### src/rtl/dac_spi.sv
// dac_spi: SPI mode-0 master turning each 16-bit sample into a 24-bit DAC write-and-update frame,
// with a single-entry latest-wins pending buffer in front of the shifter.
module dac_spi #(
    parameter int         CLK_DIV  = 4,
    parameter int         CS_GAP   = 4,
    parameter logic [3:0] DAC_CMD  = 4'b0011,
    parameter logic [3:0] DAC_ADDR = 4'b1111
) (
    input  logic        clk,
    input  logic        rst_n,
    input  logic [15:0] samp,
    input  logic        samp_val,
    input  logic        overrun_clr,
    output logic        busy,
    output logic        overrun,
    output logic        spi_clk_o,
    output logic        spi_mosi_o,
    output logic        dac_cs_n_o
);
    localparam int DW = $clog2(CLK_DIV);
    localparam int GW = CS_GAP > 1 ? $clog2(CS_GAP) : 1;

    typedef enum logic [2:0] {IDLE, SETUP, SHIFT, HOLD, GAP} state_t;

    state_t        state, state_d;
    logic [DW-1:0] div_cnt;
    logic [GW-1:0] gap_cnt;
    logic [4:0]    bit_cnt;
    logic          sclk;
    logic [23:0]   sr;
    logic [15:0]   pend_q;
    logic          pend_v;
    logic          load, div_end, gap_end;

    always_comb begin
        div_end = div_cnt == DW'(CLK_DIV - 1);
        gap_end = gap_cnt == GW'(CS_GAP - 1);
        state_d = state;
        load    = 1'b0;
        case (state)
            IDLE: begin
                load    = pend_v;
                state_d = pend_v ? SETUP : IDLE;
            end
            SETUP: state_d = div_end ? SHIFT : SETUP;
            SHIFT: state_d = (div_end && sclk && bit_cnt == 5'd0) ? HOLD : SHIFT;
            HOLD:  state_d = div_end ? GAP : HOLD;
            // the end of the gap acts as IDLE so a pending sample starts without a spare cycle
            GAP: begin
                load    = gap_end && pend_v;
                state_d = !gap_end ? GAP : pend_v ? SETUP : IDLE;
            end
            default: state_d = IDLE;
        endcase
    end

    always_ff @(posedge clk or negedge rst_n) begin
        if (!rst_n) state <= IDLE;
        else        state <= state_d;
    end

    always_ff @(posedge clk or negedge rst_n) begin
        if (!rst_n) begin
            div_cnt    <= '0;
            gap_cnt    <= '0;
            bit_cnt    <= '0;
            sclk       <= 1'b0;
            sr         <= '0;
            pend_q     <= '0;
            pend_v     <= 1'b0;
            overrun    <= 1'b0;
            spi_clk_o  <= 1'b0;
            spi_mosi_o <= 1'b0;
            dac_cs_n_o <= 1'b1;
        end else begin
            div_cnt <= (state_d != state || div_end) ? '0 : div_cnt + 1'b1;
            gap_cnt <= (state == GAP) ? gap_cnt + 1'b1 : '0;
            if (load) begin
                sr      <= {DAC_CMD, DAC_ADDR, pend_q};
                bit_cnt <= 5'd23;
            end else if (state == SHIFT && div_end) begin
                sclk <= ~sclk;
                // falling edge: present the next bit, except after the last one
                if (sclk && bit_cnt != 5'd0) begin
                    sr      <= {sr[22:0], 1'b0};
                    bit_cnt <= bit_cnt - 5'd1;
                end
            end
            pend_v  <= samp_val | (pend_v & ~load);
            if (samp_val) pend_q <= samp;
            overrun <= (samp_val & pend_v & ~load) | (overrun & ~overrun_clr);
            spi_clk_o  <= sclk;
            spi_mosi_o <= sr[23];
            dac_cs_n_o <= state == IDLE || state == GAP;
        end
    end

    assign busy = (state != IDLE) | pend_v;
endmodule
### config.mk
export PLATFORM = sky130hd
export DESIGN_NAME = dac_spi
export DESIGN_NICKNAME = d
export VERILOG_FILES = /design/src/rtl/dac_spi.sv
export SDC_FILE = /design/constraint.sdc
export NUM_CORES = 1
export LEC_CHECK = 0
export CORE_ASPECT_RATIO = 1.75
export CORE_MARGIN = 5
export CORE_UTILIZATION = 38
export CTS_BUF_LIST = sky130_fd_sc_hd__clkbuf_16
export CTS_CLUSTER_SIZE = 12
export DETAILED_ROUTE_END_ITERATION = 8
export PLACE_DENSITY = 0.68
export SYNTH_ARGS = -nofsm -noshare
export SYNTH_HDL_FRONTEND = slang
export SYNTH_SLANG_ARGS = --single-unit
### constraint.sdc
create_clock -name clk -period 2.79 [get_ports clk]
set_input_delay 0.279 -clock clk [delete_from_list [all_inputs] [get_ports clk]]
set_output_delay 0.279 -clock clk [all_outputs]
set_load 0.05 [all_outputs]
Yosys cells after proc, flatten, opt, wreduce, memory -nomap -nowiden. Cells that the tools add are included. W data, S select, Z words.

Flip-flop bits (word level): 58. Latch bits: 0. RAM bits: 0. Memory bits (read-only): 0. Input port bits: 20. Output and inout port bits: 5. Logic and storage cells: 62. Memories: 0.

Add/sub/neg operators: 3. $mul: 0. Div/mod/pow operators: 0. Order comparisons: 0. Equality and inequality tests: 7. Shifts and indexed selects: 0. Multiplexer cells: 15. Bitwise operators: 10. Reductions and logical operators: 15.

Operators by type and width (number): $mux W24 (3); $mux W5 (3); $pmux W3 S5 (1); $eq A3 B2 Y1 const B (2); $mux W2 (3); $mux W3 (2); $logic_and A1 B1 Y1 (5); $logic_not A5 Y1 (1); $reduce_bool A5 Y1 (1); $sub A5 B1 Y5 const B (1); $add A2 B1 Y2 const B (2); $and A1 B1 Y1 (4); $eq A2 B2 Y1 const B (2); $reduce_and A2 Y1 (2); $reduce_bool A2 Y1 (2); $eq A3 B1 Y1 const B (1); $eq A3 B3 Y1 const B (1); $logic_not A3 Y1 (1); $ne A3 B3 Y1 (1); $not A1 Y1 (3); $or A1 B1 Y1 (3); $reduce_bool A3 Y1 (1); $logic_or A1 B1 Y1 (2); $mux W1 (2); $pmux W1 S2 (1).

Longest topological paths before layout. Gate-level depths: netlist of the first run.

Word-level depth: 8. Mapped depth: 7. Depth with buffers taken out: 5.

Worst setup path after synthesis of the first run. Ideal clock, no wire load.

Path kind: reg2out. Start point: register state[1]. End point: output port busy. Arrival: 1.534 ns. Data required time: 2.511 ns. Path slack: 0.977 ns. Stages on the path, launching flop included: 5. Cells stage by stage: dfrtp_1 -> or2_1 -> buf_2 -> clkbuf_1 -> or3_1.

Longest elaborated chain between the ends: 2.

Ends and longest elaborated chain: from (decl) (line 25) `state_t state, state_d;`; from (signal assigned) (line 59) `else state <= state_d;`; $reduce_bool A3 Y1 (line 98) `assign busy = (state != IDLE) | pend_v;`; $or A1 B1 Y1 (line 98); to (decl) (line 14) `output logic busy,`.

No other way between the ends.

Worst setup path after layout of the first run. Same ends and word-level chain as after synthesis.

==> results of run 1 <==
-- area by class of cell --
type                       count  share of cell area
timing repair buffer          36              0.0981
clock buffer                   9              0.0679
clock inverter                 7              0.0253
multi-input combinational    152               0.314
sequential                    58               0.438
inverter                      22              0.0253
tap                           84              0.0317
-- state kept, by name, summed over array words and instances (netlist names), 2 cells and up --
register,cells
gap_cnt,2
pend_q,16
state,3
div_cnt,2
sr,24
bit_cnt,5
-- metrics by stage --
stage          setup slack, ps  cells   util  area, µm²  hold slack [ps]
6_report                   453    368  0.480       3320             22.0
5_1_grt                    403    368  0.480       3320             91.7
4_1_cts                    437    368  0.480       3320             52.4
3_5_place_dp               658    352  0.435       3010              381
3_3_place_gp               678    352  0.435       3010              365
2_1_floorplan              977    256      -       2710            -16.6
-- synthesized netlist by cell type, types with 2 or more instances --
library cell  count  area, µm²
dfrtp_1          57       1430
inv_1            20       75.1
o21ai_0          20        100
nand4_1          19        119
o31ai_1          18        135
nand2_1          16       60.1
o221ai_1         14        123
clkbuf_1         12       45.0
a31oi_1           9       56.3
buf_2             8       40.0
nor4_1            8       50.1
nor2_1            5       18.8
ha_1              4       50.1
mux2_2            3       33.8
o21ai_1           3       15.0
a21oi_1           2       10.0
buf_6             2       22.5
nand2b_1          2       12.5
nor3_2            2       20.0
nor4b_1           2       17.5
-- layer usage --
| layer | vias to the layer above | share of wire |
|---|---|---|
| li1 | 1008 | - |
| met1 | 1059 | 0.42 |
| met2 | 27 | 0.53 |
| met3 | 13 | 0.033 |
| met4 | 0 | 0.022 |
| met5 | - | 0 |
-- logic make-up after synthesis --
logic type / after synthesis / synth area share
AOI/OAI and AO/OA: 75 / 0.191
xor gates and xnor gates: 2 / 0.00647
adders and majority gates: 4 / 0.0185
buffers and inverters: 46 / 0.0791
DFF: 58 / 0.537
muxes: 3 / 0.0125
and+or+nand+nor: 68 / 0.155
-- power groups by stage --
stage	registers (mW)	clock network (mW)	logic, mW
2_1_floorplan	1.23	0	0.577
3_3_place_gp	1.19	0	0.863
3_5_place_dp	1.19	0	0.893
4_1_cts	1.18	1.15	0.893
5_1_grt	1.21	1.20	0.969
6_report	1.18	1.14	0.888
-- final timing paths --
kind	startpoint	end	slack, ps	depth (start not counted)
setup / recovery	state[1]	busy	450	3
hold / removal	rst_n	sr[19]	20	1
setup reg to reg	bit_cnt[0]	bit_cnt[2]	640	6
hold reg to reg	sr[23]	spi_mosi_o	390	0
max in group asynchronous	rst_n	sr[7]	2080	2
min in group clk	sr[23]	spi_mosi_o	390	0
==> results.md, run 1 <==
* Run status: finished, final reports clean
* Die W at 73.8 µm
* Syn Std Cell Area at 0.00271 mm²
* Minimum clock period at 2340 ps
* Met3 Usage GRT at 0.0446
* Initial core utilization at 0.392
* Register area share after synthesis at 0.537
* Met2 Usage GRT at 0.256
* CP max FO at 6
* Via density at 5.73
* Internal power at approximately 2.1 mW
* Hold-fix buffers, CTS at 0
* Most frequent cells in the layout: dfrtp_1 (57), clkdlybuf4s50_1 (23), o21ai_0 (20), inv_1 (20), nand4_1 (19)
* Endpoint class of the critical path: output pin
* Arr. time, crit path at 2060 ps
* Detailed Place HPWL at 4140 µm
* CP cell instances: or2_1, or3_1, clkdlybuf4s50_1
* DRT Pass-1 Iters at 4
* Port Buffer Count at 24
* Most common cell after layout, fill and taps aside: dfrtp_1
* CP Class: flop to output pin
* Post-synth EDFFs at 0
* #FFs+latches synth at 58
* Global routing's busiest layer: met2
* CTS tree: yes
* Post_cts resized at 0
* Global route overflow at 0
* Area Growth Syn to Fin at 22.5%
* Die area at 0.00898 mm²
* Crit-path slowest cell: clkdlybuf4s50_1
* Synth Warn # at 0
* Clock sink count at 58
* # setup viols final at 0
* CTS H-Tree Depth at 3
* VDD IR max at 0.000407 V
* Per-cell routed wire length at between 15 and 20 µm
* Worst Max-Slew Pin Slew at 779 ps
* Max cap viols at 0
* Sw Share at 0.331
* Cell family with most CP delay: buffers and inverters
* Final hold viol count at 0
* Vias at 2107
* RSZ-0062 raised after global routing: false
* Leakage power at 1.40 nW
* Combinational Power Share at 0.276
* GRT Util Overall at 0.153
* CP Buf/Inv Count at 1
* # IOs at 25
* Antenna viol nets, final at 0
* Worst min-delay path class: primary input to async pin
* Pwr/cell area at between 900 and 1000 mW/mm²
* Number of remaining DRC errors at 0
* Primary FF master, synth: dfrtp_1
* Delay of the slowest critical-path stage at ~710 ps
* Vias in the first global route at 2259
* Initial antenna violation count at 0
* WL final at between 6000 and 7000 µm
* Core box area at 0.00691 mm²
* Share of flip-flops with an asynchronous set or reset at 1.00
* Tcrit/Tclk final at 0.838
* Setup crit start kind: flop
* Slew Viols, Final at 0
* Fill cell count at 644
* DIE HEIGHT at 122 µm
* Clock transition at path regs at around 50 ps
* Antenna cell count at 0
* Multi-input gate area at 0.00104 mm²
* Req. time, crit path at 2510 ps
* Met1 global-route usage at 0.178
* Starting DRT DRC Count at 197
* Row count at 40
* Storage cell area at 0.00145 mm²
* Final Skew at 6.84 ps
* Clk root buf: clkbuf_16
* Clock Power Share at 0.355
* Clock Latency Late Sink at 330 ps
* Slew HR at 0.481
* Mapped Nets at 280
* Final net count at ~300
* Gate Count Post-Synth at approximately 260
* First-pass GRT wire length at 10500 µm
* Mean Syn Cell Area at approximately 11 µm²
* Tot Pwr at 3.21 mW
* Largest net degree at the start of global routing at 35
* NetSw at 1.06 mW
* Clock Tree Buf Depth at 2
* Fmax at between 0.4 and 0.5 GHz
* Post-synth cell types at 50
* GP Congestion at 0.791
* CTS Buf Count at 9
* Setup_tns at 0 ps
* Share of post-route cells with drive strength above 1 at 0.134
* Postcts setup bufs at 0
* Share of power burned in registers at 0.368
No activity file was read; power rests on OpenSTA's default activity.
==> run 2: changes to the inputs <==
--- a/config.mk
+++ b/config.mk
@@ -11,7 +11,7 @@
 export CTS_BUF_LIST = sky130_fd_sc_hd__clkbuf_16
 export CTS_CLUSTER_SIZE = 12
 export DETAILED_ROUTE_END_ITERATION = 8
-export PLACE_DENSITY = 0.68
+export PLACE_DENSITY = 0.7
 export SYNTH_ARGS = -nofsm -noshare
 export SYNTH_HDL_FRONTEND = slang
 export SYNTH_SLANG_ARGS = --single-unit
==> constraint.sdc (replaced) <==
create_clock -name clk -period 2 [get_ports clk]
set_input_delay 0.2 -clock clk [delete_from_list [all_inputs] [get_ports clk]]
set_output_delay 0.2 -clock clk [all_outputs]
set_load 0.05 [all_outputs]
==> run 2 against run 1 <==
Highest routed layer unchanged. Register-to-register slack worse by 510 ps. Final area is 0.26% higher. Sequential power is 39% higher. Setup slack worse by 350 ps. Final cell count is 1.4% higher. Via count is 1.1% higher. Worst hold slack better by 350 ps. Utilization is 0.13 points higher. Flip-flop and latch count stayed put.
==> results.md, run 2 (synthesis gave the netlist of run 1 again) <==
* Run status: finished, final reports clean (unchanged)
* # IOs at 25 (unchanged)
* Row count at 40 (unchanged)
* Most common cell after layout, fill and taps aside: dfrtp_1 (unchanged)
* RSZ-0062 raised after global routing: false (unchanged)
* Largest net degree at the start of global routing at 59 (was 35)
* Max cap viols at 0 (unchanged)
* Internal power at 2.79 mW (was 2.15 mW)
* Per-cell routed wire length at 16.0 µm (was 16.5 µm)
* CTS Buf Count at 9 (unchanged)
* Via density at 5.71 (was 5.73)
* Setup crit start kind: flop (unchanged)
* Final hold viol count at 0 (unchanged)
* # setup viols final at 0 (unchanged)
* CTS tree: yes (unchanged)
* Most frequent cells in the layout: dfrtp_1 (57), inv_1 (26), clkdlybuf4s50_1 (22), o21ai_0 (20), nand4_1 (19) (was dfrtp_1 (57), clkdlybuf4s50_1 (23), o21ai_0 (20), inv_1 (20), nand4_1 (19))
* Layout Cells excl Fill at 373 (was 368)
* CP max FO at 6 (unchanged)
* Placed Cells incl. Taps at 357 (was 352)
* DIE HEIGHT at 122 µm (unchanged)
* DP Area at 0.00305 mm² (was 0.00301 mm²)
* VDD IR max at 0.000543 V (was 0.000407 V)
* First-pass GRT wire length at 10200 µm (was 10500 µm)
* Setup_tns at 0 ps (unchanged)
* Fill cell count at 643 (was 644)
* WL final at 5990 µm (was 6070 µm)
* Clock Latency Late Sink at 320 ps (was 330 ps)
* Antenna viol nets, final at 0 (unchanged)
* Arr. time, crit path at 1700 ps (was 2060 ps)
* Share of power burned in registers at 0.386 (was 0.368)
* Final Skew at 3.98 ps (was 6.84 ps)
* Clock Power Share at 0.299 (was 0.355)
* Pwr/cell area at 1270 mW/mm² (was 969 mW/mm²)
* Number of remaining DRC errors at 0 (unchanged)
* CP Class: flop to output pin (unchanged)
* NetSw at 1.45 mW (was 1.06 mW)
* WHS Path Cells at 0
* Worst Max-Slew Pin Slew at 705 ps (was 779 ps)
* Clock Tree Buf Depth at 2 (unchanged)
* GRT Util Overall at 0.148 (was 0.153)
* Vias in the first global route at 2280 (was 2259)
* Post-Route Utilization at 0.481 (was 0.480)
* Top flop regs: sr: 24 flops, pend_q: 16 flops, bit_cnt: 5 flops (unchanged)
* Final instance area at 0.00332 mm² (about the same)
* Clock transition at path regs at 50 ps (about the same)
* Worst-case reg-to-reg path depth at 5 (was 6)
* Combinational Power Share at 0.314 (was 0.276)
* Slew HR at 0.529 (was 0.481)
* Storage cell area at 0.00145 mm² (unchanged)
* Slew Viols, Final at 0 (unchanged)
* Die W at 73.8 µm (unchanged)
* Final worst setup slack at 102 ps (was 453 ps)
* Hold Worst Slack at 376 ps (was 22.0 ps)
* Vias at 2130 (was 2107)
* Tot Pwr at 4.23 mW (was 3.21 mW)
* Clk root buf: clkbuf_16 (unchanged)
* Area Growth Syn to Fin at 22.8% (was 22.5%)
* Postcts setup bufs at 0 (unchanged)
* Port Buffer Count at 24 (unchanged)
* Initial core utilization at 0.392 (unchanged)
* Antenna cell count at 0 (unchanged)
* Core box area at 0.00691 mm² (unchanged)
* Endpoint class of the critical path: output pin (unchanged)
* Global route overflow at 0 (unchanged)
* GP Congestion at 0.805 (was 0.791)
* CTS H-Tree Depth at 3 (unchanged)
* Max reg flops at 24 (unchanged)
* Req. time, crit path at 1800 ps (was 2510 ps)
* Die area at 0.00898 mm² (unchanged)
* Most flops, register: sr (unchanged)
* Leakage power at 1.42 nW (was 1.40 nW)
* Sw Share at 0.342 (was 0.331)
* Tcrit/Tclk final at 0.949
* Fmax at 0.527 GHz
* Detailed Place HPWL at 3930 µm (was 4140 µm)
* Multi-input gate area at 0.00105 mm² (was 0.00104 mm²)
* Minimum clock period at between 1500 and 2000 ps
* Worst min-delay path class: flop to flop (was primary input to async pin)
* Final net count at 309 (was 303)
* Clock sink count at 58 (unchanged)
* Share of post-route cells with drive strength above 1 at 0.135 (was 0.134)
* Initial antenna violation count at 0 (unchanged)
* DRT Pass-1 Iters at 4 (unchanged)
* Starting DRT DRC Count at 195 (was 197)
* Pre-CTS setup slack at -175 ps (was 658 ps)
## run 2: cell types whose count changed in the layout (fill, tap and decap cells not counted), moves of 2 or more
| cell | delta |
|---|---|
| buf_4 | +5 |
| bufinv_16 | -2 |
| clkinv_2 | -4 |
| inv_1 | +6 |
## run 2: worst paths after layout
path,startpoint,to,slack [ps]
max in group asynchronous,rst_n,dac_cs_n_o,1290
max reg2reg,bit_cnt[0],sr[11],130
min in group asynchronous,rst_n,sr[22],410
min,sr[23],spi_mosi_o,380
min reg2reg,sr[23],spi_mosi_o,380
max,state[0],busy,100
## run 2: area by class of cell
type,count,area share
tap,84,0.0316
clock inverter,6,0.00677
sequential,58,0.437
multi-input combinational,152,0.317
timing repair buffer,42,0.115
inverter,22,0.0252
clock buffer,9,0.0677
## run 2: metal layers
| metal | track usage | up-vias | routed length [µm] |
|---|---|---|---|
| met5 | 0 | - | 0 |
| met4 | 0.0737 | 0 | 92 |
| met3 | 0.0429 | 5 | 162 |
| met2 | 0.258 | 29 | 3340 |
| met1 | 0.157 | 1077 | 2390 |
| li1 | - | 1019 | - |
## run 2: critical path, cell delays in order (launching register included)
cell     delay, ps
dfrtp_1        370
buf_4          150
or2_1          290
or3_1          360
buf_4          210
## run 2: power by group through the flow
stage / Combinational, mW / Clock (mW) / Sequential (mW)
2_1_floorplan: 0.805 / 0 / 1.72
3_3_place_gp: 1.28 / 0 / 1.64
3_5_place_dp: 1.33 / 0 / 1.64
4_1_cts: 1.34 / 1.30 / 1.63
5_1_grt: 1.46 / 1.35 / 1.66
6_report: 1.33 / 1.27 / 1.64
## run 2: timing repair
item                       in CTS  in global routing
resized for setup               1                  1
setup endpoints to repair      17                  4
hold endpoints to repair       57                  0
hold buffers                    1                  0
==> run 3: changes to the inputs <==
--- a/config.mk
+++ b/config.mk
@@ -9,9 +9,10 @@
 export CORE_MARGIN = 5
 export CORE_UTILIZATION = 38
 export CTS_BUF_LIST = sky130_fd_sc_hd__clkbuf_16
+export CTS_CLUSTER_DIAMETER = 150
 export CTS_CLUSTER_SIZE = 12
 export DETAILED_ROUTE_END_ITERATION = 8
-export PLACE_DENSITY = 0.7
+export PLACE_DENSITY = 0.67
 export SYNTH_ARGS = -nofsm -noshare
 export SYNTH_HDL_FRONTEND = slang
 export SYNTH_SLANG_ARGS = --single-unit
==> run 3 against run 2 <==
Non-clock buffer count increased by 3. Clock skew increased by 0.74 ps. Global-route usage increased by 0.31 points. Via count increased by 2.6%. Die area unchanged. Total power increased by 0.69%. Worst hold slack improved by 2.4 ps. Sequential power about the same. Critical endpoint unchanged. Final area increased by 0.56%. Register-to-register slack improved by 20 ps.
==> results.md, run 3 (synthesis gave the netlist of run 1 again) <==
* Reg2reg start: bit_cnt[0] (unchanged)
* Internal power at 2.79 mW (about the same)
* Area Growth Syn to Fin at 23.5% (was 22.8%)
* GP Congestion at 0.824 (was 0.805)
* Sw Share at 0.346 (was 0.342)
* Detailed Place HPWL at 4070 µm (was 3930 µm)
* Core box area at 0.00691 mm² (unchanged)
* Clock Latency Late Sink at 330 ps (was 320 ps)
* Per-cell routed wire length at 16.6 µm (was 16.0 µm)
* Placed Cells incl. Taps at 360 (was 357)
* Leakage power at 1.42 nW (about the same)
* WL final at 6200 µm (was 5990 µm)
* Final worst setup slack at 147 ps (was 102 ps)
* Most frequent cells in the layout: dfrtp_1 (57), inv_1 (22), clkdlybuf4s50_1 (22), o21ai_0 (20), buf_4 (20) (was dfrtp_1 (57), inv_1 (26), clkdlybuf4s50_1 (22), o21ai_0 (20), nand4_1 (19))
* Worst min-delay path class: flop to flop (unchanged)
* R2r setup slk at 150 ps (was 130 ps)
* Final Skew at 4.72 ps (was 3.98 ps)
* Cell family with most CP delay: simple AND/OR/NAND/NOR gates (unchanged)
* Most flops, register: sr (unchanged)
* Port Buffer Count at 24 (unchanged)
* Global route overflow at 0 (unchanged)
* Pre-CTS setup slack at -171 ps (was -175 ps)
* Delay of the slowest critical-path stage at 360 ps (was 370 ps)
* Setup crit start kind: flop (unchanged)
* VDD IR max at 0.000482 V (was 0.000543 V)
* Max cap viols at 0 (unchanged)
* Minimum clock period at 1850 ps (was 1900 ps)
* Initial antenna violation count at 0 (unchanged)
* CP max FO at 6 (unchanged)
* Die area at 0.00898 mm² (unchanged)
* Vias in the first global route at 2156 (was 2280)
* Slew Viols, Final at 0 (unchanged)
* CTS H-Tree Depth at 3 (unchanged)
* Worst Setup EP: busy (unchanged)
* DRT Pass-1 Iters at 4 (unchanged)
* CP Buf/Inv Count at 2 (unchanged)
* Top flop regs: sr: 24 flops, pend_q: 16 flops, bit_cnt: 5 flops (unchanged)
* Share of post-route cells with drive strength above 1 at 0.148 (was 0.135)
* Clk root buf: clkbuf_16 (unchanged)
* Endpoint class of the critical path: output pin (unchanged)
* Postcts setup bufs at 0 (unchanged)
* Pwr/cell area at 1270 mW/mm² (about the same)
* Worst-case reg-to-reg path depth at 5 (unchanged)
* Number of remaining DRC errors at 0 (unchanged)
* Clock transition at path regs at 50 ps (about the same)
* WHS Path Cells at 0 (unchanged)
* Die W at 73.8 µm (unchanged)
* Initial core utilization at 0.392 (unchanged)
* CP Class: flop to output pin (unchanged)
* Antenna cell count at 0 (unchanged)
* Max reg flops at 24 (unchanged)
* Slew HR at 0.545 (was 0.529)
* Fmax at 0.540 GHz (was 0.527 GHz)
* Final hold viol count at 0 (unchanged)
* Share of power burned in registers at 0.385 (was 0.386)
* CTS tree: yes (unchanged)
* Antenna viol nets, final at 0 (unchanged)
* RSZ-0062 raised after global routing: false (unchanged)
* Run status: finished, final reports clean (unchanged)
* DIE HEIGHT at 122 µm (unchanged)
* # setup viols final at 0 (unchanged)
* CP startpoint: state[0] (unchanged)
* Final net count at 312 (was 309)
* CTS Buf Count at 9 (unchanged)
* Tcrit/Tclk final at 0.927 (was 0.949)
* Worst Max-Slew Pin Slew at 680 ps (was 705 ps)
* Largest net degree at the start of global routing at 31 (was 59)
* Starting DRT DRC Count at 234 (was 195)
* Crit-path slowest cell: dfrtp_1 (unchanged)
* # IOs at 25 (unchanged)
* First-pass GRT wire length at 10300 µm (was 10200 µm)
* Req. time, crit path at 1800 ps (about the same)
* Vias at 2185 (was 2130)
* Critical Path Most Common Cell: buf_4 (unchanged)
* Clock Tree Buf Depth at 2 (unchanged)
* GRT Util Overall at 0.151 (was 0.148)
* Via density at 5.84 (was 5.71)
* NetSw at 1.47 mW (was 1.45 mW)
* Row count at 40 (unchanged)
* Combinational Power Share at 0.315 (was 0.314)
* Post-Route Utilization at 0.484 (was 0.481)
* CP Depth at 4 (unchanged)
* Clock Power Share at 0.301 (was 0.299)
* Layout Cells excl Fill at 374 (was 373)
* Most common cell after layout, fill and taps aside: dfrtp_1 (unchanged)
* Clock sink count at 58 (unchanged)
* Reg-to-Reg End: sr[7] (was sr[11])
* Arr. time, crit path at 1650 ps (was 1700 ps)
* CP cell instances: buf_4, or2_1, or3_1, buf_4 (unchanged)
* Fill cell count at 648 (was 643)
[run 3: repair_timing]
item                                    CTS  global route
hold buffers                              1             0
resized for setup                         1             2
endpoints found under the hold margin    22             0
endpoints found under the setup margin   17            21
[run 3: power by group through the flow]
stage | combinational [mW] | sequential, mW | clock, mW
final | 1.34 | 1.64 | 1.28
after CTS | 1.34 | 1.64 | 1.30
after floorplan | 0.805 | 1.72 | 0
after global placement | 1.29 | 1.64 | 0
after detailed placement | 1.34 | 1.64 | 0
after global routing | 1.47 | 1.66 | 1.35
[run 3: how the worst min path moves through the flow]
| stage | startpoint | end | slack, ps |
|---|---|---|---|
| 3_3_place_gp | rst_n | sr[19] | 230 |
| 5_1_grt | sr[23] | spi_mosi_o | 400 |
| 6_report | sr[23] | spi_mosi_o | 380 |
| 2_1_floorplan | rst_n | bit_cnt[0] | -100 |
| 3_5_place_dp | rst_n | sr[18] | 230 |
| 4_1_cts | sr[23] | spi_mosi_o | 380 |
[run 3: area by class of cell]
cell class | count | area [µm²] | share of cell area
Tap cell | 84 | 105 | 0.0314
Clock inverter | 4 | 15.0 | 0.00449
Timing Repair Buffer | 45 | 405 | 0.121
Clock buffer | 9 | 225 | 0.0674
Multi-Input combinational cell | 152 | 1060 | 0.316
Inverter | 22 | 83.8 | 0.0251
Sequential cell | 58 | 1450 | 0.435
[run 3: routing by layer]
metal,part of all wire,track usage,vias to the layer above
met3,0.040,0.0396,17
met5,0,0,-
met2,0.51,0.237,59
li1,-,-,1025
met4,0.034,0.0896,0
met1,0.42,0.182,1084
[run 3: stage by stage]
step	total power, mW	TNS (ps)	hold slack [ps]	area [µm²]
2_1_floorplan	2.52	0	-95.6	2710
3_3_place_gp	2.93	-945	225	3080
3_5_place_dp	2.98	-2130	234	3080
4_1_cts	4.28	0	378	3330
5_1_grt	4.48	0	396	3340
6_report	4.26	0	378	3340
[run 3: worst register-to-register path, delay by kind of cell, from the launching register on]
| family | cells | cell delay (ps) |
|---|---|---|
| AOI/OAI and AO/OA | 1 | 250 |
| and+or+nand+nor | 2 | 780 |
| DFF | 1 | 360 |
| adders and majority gates | 1 | 220 |
| buffers and inverters | 1 | 80 |
